## src/rtl/subset_cfg_pkg.sv

```systemverilog
// Shared constants for the Subset circle-config interface: frame layout,
// loader state encoding and the bit positions of each circle in the packed buses.
package subset_cfg_pkg;

  localparam logic [7:0] SYNC_BYTE_DEF = 8'hA5;
  localparam int         FRAME_LEN     = 9;
  localparam int         NUM_CIRCLES   = 3;

  localparam logic [3:0] IDX_MODE  = 4'd1;
  localparam logic [3:0] IDX_CTR_A = 4'd2;
  localparam logic [3:0] IDX_CTR_C = 4'd4;
  localparam logic [3:0] IDX_RAD_A = 4'd5;
  localparam logic [3:0] IDX_RAD_C = 4'd7;
  localparam logic [3:0] IDX_CHK   = 4'd8;

  // Each circle owns one byte lane in both central ({x,y}) and radius_square.
  localparam int FIELD_W = 8;
  localparam int X_OFS   = 4;
  localparam int Y_OFS   = 0;

  typedef enum logic [2:0] {
    ST_IDLE,
    ST_RECV,
    ST_SQUARE,
    ST_COMMIT,
    ST_ERR
  } state_t;

  // Circle 0 (A) sits in the top byte lane, circle 2 (C) in the bottom one.
  function automatic int field_lsb(input int circle);
    return (NUM_CIRCLES - 1 - circle) * FIELD_W;
  endfunction

endpackage

```

## src/rtl/subset_cfg_loader_sq4_seq.sv

```systemverilog
// Sequential 4x4 shift-add squarer: one partial product per cycle, done pulses
// in the fourth cycle after start with the 8-bit result held until the next start.
module sq4_seq (
  input  logic       clk,
  input  logic       rst_n,
  input  logic       start,
  input  logic [3:0] operand,
  output logic       done,
  output logic [7:0] square
);

  logic [7:0] acc;
  logic [7:0] mcand;
  logic [3:0] mult;
  logic [1:0] cnt;
  logic       run;

  always_ff @(posedge clk or negedge rst_n) begin
    if (!rst_n) begin
      acc   <= '0;
      mcand <= '0;
      mult  <= '0;
      cnt   <= '0;
      run   <= 1'b0;
      done  <= 1'b0;
    end else begin
      done <= 1'b0;
      if (start) begin
        // The start cycle already folds in the bit-0 partial product.
        acc   <= operand[0] ? {4'b0, operand} : 8'd0;
        mcand <= {3'b0, operand, 1'b0};
        mult  <= {1'b0, operand[3:1]};
        cnt   <= 2'd1;
        run   <= 1'b1;
      end else if (run) begin
        acc   <= acc + (mult[0] ? mcand : 8'd0);
        mcand <= mcand << 1;
        mult  <= mult >> 1;
        cnt   <= cnt + 2'd1;
        if (cnt == 2'd3) begin
          run  <= 1'b0;
          done <= 1'b1;
        end
      end
    end
  end

  assign square = acc;

endmodule

```

## src/rtl/subset_cfg_loader.sv

```systemverilog
// Parses 9-byte circle-config frames from a byte stream, squares the radii and
// commits central/radius_square/mode to the Subset instances in one atomic update.
module subset_cfg_loader
  import subset_cfg_pkg::*;
#(
  parameter logic [7:0]  SYNC_BYTE      = SYNC_BYTE_DEF,
  parameter logic [15:0] TIMEOUT_CYCLES = 16'd50000
) (
  input  logic        clk,
  input  logic        rst_n,
  input  logic [7:0]  in_data,
  input  logic        in_valid,
  output logic        in_ready,
  output logic [23:0] central,
  output logic [23:0] radius_square,
  output logic [1:0]  mode,
  output logic        cfg_valid,
  output logic        cfg_update,
  output logic        frame_err,
  output logic        busy
);

  state_t            state;
  logic [3:0]        idx;
  logic [15:0]       timer;
  logic [7:0]        xor_acc;
  logic              bad;
  logic              chk_err;
  logic [1:0]        mode_sh;
  logic [2:0][7:0]   ctr_sh;
  logic [2:0][3:0]   rad_sh;
  logic [2:0][7:0]   rsq_sh;
  logic              sq_run;
  logic [1:0]        sq_sel;
  logic              sq_start;
  logic [3:0]        sq_operand;
  logic              sq_done;
  logic [7:0]        sq_result;
  logic [23:0]       central_next;
  logic [23:0]       rsq_next;
  logic              xfer;

  assign in_ready = (state == ST_IDLE) || (state == ST_RECV);
  assign busy     = (state != ST_IDLE);
  assign xfer     = in_valid && in_ready;

  for (genvar gi = 0; gi < NUM_CIRCLES; gi++) begin : g_pack
    assign central_next[field_lsb(gi) + X_OFS +: 4] = ctr_sh[gi][7:4];
    assign central_next[field_lsb(gi) + Y_OFS +: 4] = ctr_sh[gi][3:0];
    assign rsq_next[field_lsb(gi) +: FIELD_W]       = rsq_sh[gi];
  end

  // The first SQUARE cycle is the accept/reject decision; each later start
  // is issued in the cycle the previous radius finishes.
  always_comb begin
    sq_start   = 1'b0;
    sq_operand = rad_sh[0];
    if (state == ST_SQUARE) begin
      if (!sq_run) begin
        sq_start = !(bad || chk_err);
      end else if (sq_done && (sq_sel != 2'd2)) begin
        sq_start   = 1'b1;
        sq_operand = rad_sh[2'(sq_sel + 2'd1)];
      end
    end
  end

  sq4_seq u_sq (
    .clk     (clk),
    .rst_n   (rst_n),
    .start   (sq_start),
    .operand (sq_operand),
    .done    (sq_done),
    .square  (sq_result)
  );

  always_ff @(posedge clk or negedge rst_n) begin
    if (!rst_n) begin
      state         <= ST_IDLE;
      idx           <= '0;
      timer         <= '0;
      xor_acc       <= '0;
      bad           <= 1'b0;
      chk_err       <= 1'b0;
      mode_sh       <= '0;
      ctr_sh        <= '0;
      rad_sh        <= '0;
      rsq_sh        <= '0;
      sq_run        <= 1'b0;
      sq_sel        <= '0;
      central       <= '0;
      radius_square <= '0;
      mode          <= '0;
      cfg_valid     <= 1'b0;
      cfg_update    <= 1'b0;
      frame_err     <= 1'b0;
    end else begin
      cfg_update <= 1'b0;
      frame_err  <= 1'b0;
      case (state)
        ST_IDLE: begin
          if (xfer && (in_data == SYNC_BYTE)) begin
            state   <= ST_RECV;
            idx     <= IDX_MODE;
            timer   <= '0;
            xor_acc <= '0;
            bad     <= 1'b0;
            chk_err <= 1'b0;
          end
        end
        ST_RECV: begin
          if (xfer) begin
            timer <= '0;
            idx   <= idx + 4'd1;
            if (idx != IDX_CHK) xor_acc <= xor_acc ^ in_data;
            if (idx == IDX_MODE) begin
              mode_sh <= in_data[1:0];
              bad     <= bad || (in_data[7:2] != 6'd0);
            end else if (idx >= IDX_CTR_A && idx <= IDX_CTR_C) begin
              ctr_sh[2'(idx - IDX_CTR_A)] <= in_data;
            end else if (idx >= IDX_RAD_A && idx <= IDX_RAD_C) begin
              rad_sh[2'(idx - IDX_RAD_A)] <= in_data[3:0];
              bad <= bad || (in_data[7:4] != 4'd0);
            end else begin
              chk_err <= (in_data != xor_acc);
              sq_run  <= 1'b0;
              sq_sel  <= '0;
              state   <= ST_SQUARE;
            end
          end else if (timer == TIMEOUT_CYCLES) begin
            state <= ST_ERR;
          end else begin
            timer <= timer + 16'd1;
          end
        end
        ST_SQUARE: begin
          if (!sq_run) begin
            if (bad || chk_err) state <= ST_ERR;
            else                sq_run <= 1'b1;
          end else if (sq_done) begin
            rsq_sh[sq_sel] <= sq_result;
            if (sq_sel == 2'd2) state <= ST_COMMIT;
            else                sq_sel <= sq_sel + 2'd1;
          end
        end
        ST_COMMIT: begin
          central       <= central_next;
          radius_square <= rsq_next;
          mode          <= mode_sh;
          cfg_valid     <= 1'b1;
          cfg_update    <= 1'b1;
          state         <= ST_IDLE;
        end
        ST_ERR: begin
          frame_err <= 1'b1;
          state     <= ST_IDLE;
        end
        default: state <= ST_IDLE;
      endcase
    end
  end

endmodule

```

## config.mk

```make
export PLATFORM = sky130hd
export DESIGN_NAME = subset_cfg_loader
export DESIGN_NICKNAME = d
export VERILOG_FILES = /design/src/rtl/subset_cfg_pkg.sv /design/src/rtl/subset_cfg_loader_sq4_seq.sv /design/src/rtl/subset_cfg_loader.sv
export SDC_FILE = /design/constraint.sdc
export NUM_CORES = 1
export LEC_CHECK = 0
export CAP_MARGIN = 20
export CORE_MARGIN = 2
export CORE_UTILIZATION = 55
export CTS_BUF_LIST = sky130_fd_sc_hd__clkbuf_8 sky130_fd_sc_hd__clkbuf_16
export CTS_CLUSTER_DIAMETER = 120
export CTS_CLUSTER_SIZE = 12
export DETAILED_ROUTE_END_ITERATION = 16
export PLACE_DENSITY = 0.76
export SKIP_CTS_REPAIR_TIMING = 1
export SYNTH_ARGS = -nofsm -noshare
export SYNTH_HDL_FRONTEND = slang
export SYNTH_HIERARCHICAL = 1
export SYNTH_SLANG_ARGS = --single-unit
```

## constraint.sdc

```tcl
create_clock -name clk -period 7 [get_ports clk]
set_input_delay 1.05 -clock clk [delete_from_list [all_inputs] [get_ports clk]]
set_output_delay 1.05 -clock clk [all_outputs]
set_load 0.01 [all_outputs]
```

==> impl_metrics.tcl <==
set metrics [dict create \
    status "finished clean" \
    post-route-min-period_ns 3.37 \
    vias 5570 \
    synth_cells 744 \
    routed_wl_um 16100 \
    avgSynthCellArea_um2 10.5 \
    drc_errors 0 \
    fin_util 0.660 \
    cts_root_buffer "clkbuf_16" \
    final_antenna_net_count 0 \
    r2r_slack_ns 4.32 \
    min_from "rsq_next[15]$_DFFE_PN0P_" \
    synthArstFlopShare 1.00 \
    cts_tree "built" \
    synthAdderAreaFrac 0.0314 \
    n_antenna_cell 0 \
    slowest_stage "nor4_1" \
    coreArea_um2 13900 \
    grt_usage 0.231 \
    synth_nets 774 \
    start_util 0.562 \
    yosys-top-cells-area "dfrtp_1, nand2_1, mux2_2" \
    antenna_found_initial 0 \
    cts.path.max_buffers 2 \
    cp-start-kind "primary input" \
    ys_warn_count 6 \
    clkLatencyLatePin_ns 0.43 \
    end_kind "flip-flop" \
    synth-edff-count 0 \
    synth_area_leader_cell "dfrtp_1" \
    top_usage_layer "met2" \
    dp_cells 958 \
    critPathKind "primary input to flip-flop" \
    final_hold_viol_count 0 \
    ys_seq_elements 173 \
    grt_use_met2 0.392 \
    cts_sinks 173 \
    reg2reg_depth 5 \
    yosys.area_share.simple 0.184 \
    drive_above_1_share 0.126 \
    gr-total-overflow 0 \
    yosysMostFrequentCell "nand2_1" \
    min_path_cells 2 \
    die_width_um 123 \
    use_met1 0.301 \
    finalMaxSlewViolations 0 \
    hold_class "flip-flop to flip-flop" \
    crit_chain "clkdlybuf4s50_1, or4_4, nor4_1, o21ai_1, o21ai_0, o21ai_0" \
    drtIter0Drc 340 \
    crit_required_ns 7.29 \
    hold_path_end "radius_square[15]$_DFFE_PN0P_" \
    h-tree-depth 4 \
    nets 827 \
    place_congestion 0.857 \
    setup_viol_count_final 0 \
    fin_skew_ns 0.00897 \
    fin_cells 989 \
    grt_pass1_vias 5605 \
    finalCritPeriodShare 0.481 \
    finalPower_mw 3.15 \
    r2r_start "state[2]$_DFFE_PN0P_" \
    synth_flop_cell "dfrtp_1" \
    maxCapViolations 0 \
    p_leak_nw 4.45 \
    io_pins 66 \
    grt_pass1_wl_um 27200 \
    filler_cell_count 1017 \
    ir_worst_vdd_mv 0.187 \
    synth_mux_area_frac 0.103 \
    synth_top_family_by_area "simple AND/OR/NAND/NOR gates" \
    cpLargestDelayFamily "simple AND/OR/NAND/NOR gates" \
    crit_arrival_ns 3.66 \
    rsz0062_at_grt "no" \
    drt-vias-per-instance 5.63 \
    area_growth_pct 17.4 \
    grt_max_degree 96 \
    die_h_um 123 \
    syn_area_um2 7800 \
    rows 43 \
    synth.distinct_cells 60 \
    yosys-top-cells-count "nand2_1, dfrtp_1, mux2_2" \
    critPathBufInv 1 \
    synth_xor_area_frac 0.0168 \
    wl_per_cell_um 16.3 \
    port_buffers 65 \
    cpMostUsedCell "o21ai_0" \
    layout_setup_ws_ns 3.63 \
    synth-compound-area-share 0.0857 \
    dpl_worst_slack_ns 3.25 \
    powerDensity_nw_per_um2 344 \
    dr.pass1.iters 4 \
    grtUsageMet3 0.0401 \
    cp_slowest_stage_delay_ns 0.73 \
    max_freq_ghz 0.297 \
    seq_area_frac_synth 0.555 \
    cts.clk_slew.worst_paths_ns 0.06 \
    r2r_end "xor_acc[2]$_DFFE_PN0P_" \
    cp_max_fo 8 \
    hpwl_um 11000 \
    slew_headroom 0.361 \
    synth_top_area_frac 0.555 \
    cts_made_buffers 17 \
    fin_setup_tns_ns 0 \
    max_slew.worst_pin.slew_ns 0.959 \
    die_area_um2 15100 \
]
[how the worst max path moves through the flow]
stage	start	endpoint	slack, ns	cells after the start
2_1_floorplan	in_data[6]	timer[12]$_DFFE_PN0P_	3.99	6
3_3_place_gp	in_data[6]	xor_acc[2]$_DFFE_PN0P_	3.43	6
3_5_place_dp	in_data[6]	xor_acc[2]$_DFFE_PN0P_	3.25	6
4_1_cts	in_data[6]	xor_acc[2]$_DFFE_PN0P_	3.71	6
5_1_grt	in_data[6]	xor_acc[0]$_DFFE_PN0P_	3.38	6
6_report	in_data[6]	xor_acc[2]$_DFFE_PN0P_	3.63	6
[power by group]
group / internal (mW) / switching [mW]
Sequential: 1.23 / 0.193
Combinational: 0.383 / 0.416
Clock: 0.550 / 0.379
[sequential cells by signal, indices dropped and copies added, names as in the netlist, 2 cells and up]
signal	cells
central	24
central_next	24
idx	4
mode	2
mode_sh	2
rad_sh	12
radius_square	24
rsq_next	24
sq_sel	2
state	3
timer	16
u_sq/cnt	2
u_sq/mcand	7
u_sq/mult	3
u_sq/square	8
xor_acc	8
[area by class of cell]
| type | count | area [µm²] | area share |
|---|---|---|---|
| multi-input combinational | 522 | 3280 | 0.358 |
| sequential | 173 | 4330 | 0.473 |
| timing repair buffer | 69 | 682 | 0.0745 |
| tap | 180 | 225 | 0.0246 |
| inverter | 14 | 52.6 | 0.00574 |
| clock inverter | 11 | 119 | 0.0130 |
| clock buffer | 20 | 467 | 0.0510 |
[logic make-up after synthesis]
logic type                 count (synthesis)
xor gates and xnor gates                  15
adders and majority gates                 19
and+or+nand+nor                          313
AOI/OAI and AO/OA                        103
buffers and inverters                     49
muxes                                     72
DFF                                      173
[metal layers]
| layer | up-vias | wire, µm |
|---|---|---|
| met5 | - | 0 |
| met4 | 0 | 258 |
| met3 | 20 | 691 |
| met2 | 147 | 8050 |
| met1 | 2752 | 7080 |
| li1 | 2651 | - |
[layout by cell type, fill, tap and decap left out, types with 6 or more instances in the layout]
cell | netlist | final
or3_1 | 6 | 6
inv_1 | 13 | 15
nand2_1 | 184 | 184
nand3_1 | 10 | 10
nand2b_1 | 12 | 12
a22o_1 | 6 | 6
clkdlybuf4s50_1 | 0 | 64
xnor2_1 | 12 | 12
and2_1 | 10 | 10
ha_1 | 18 | 18
mux2_2 | 61 | 61
nor2b_1 | 13 | 13
a21oi_1 | 18 | 18
or4_1 | 6 | 6
clkbuf_16 | 0 | 17
o21ai_1 | 8 | 8
o21ai_0 | 32 | 32
dfrtp_1 | 173 | 173
mux2i_1 | 8 | 8
nor2_1 | 35 | 35
a211oi_1 | 6 | 6
nand4_1 | 6 | 6
[through the flow]
| step | instance area [µm²] | hold slack (ns) |
|---|---|---|
| floorplan | 7800 | 0.433 |
| global placement | 8570 | 0.444 |
| detailed placement | 8570 | 0.448 |
| CTS | 9160 | 0.462 |
| global route | 9160 | 0.498 |
| finish | 9160 | 0.458 |
[tightest hold or removal path, stage by stage (launching register included)]
cell and delay (ns):
dfrtp_1 0.34, nand2_1 0.05, nand2_1 0.05
Power figures use the tool's default switching activity.
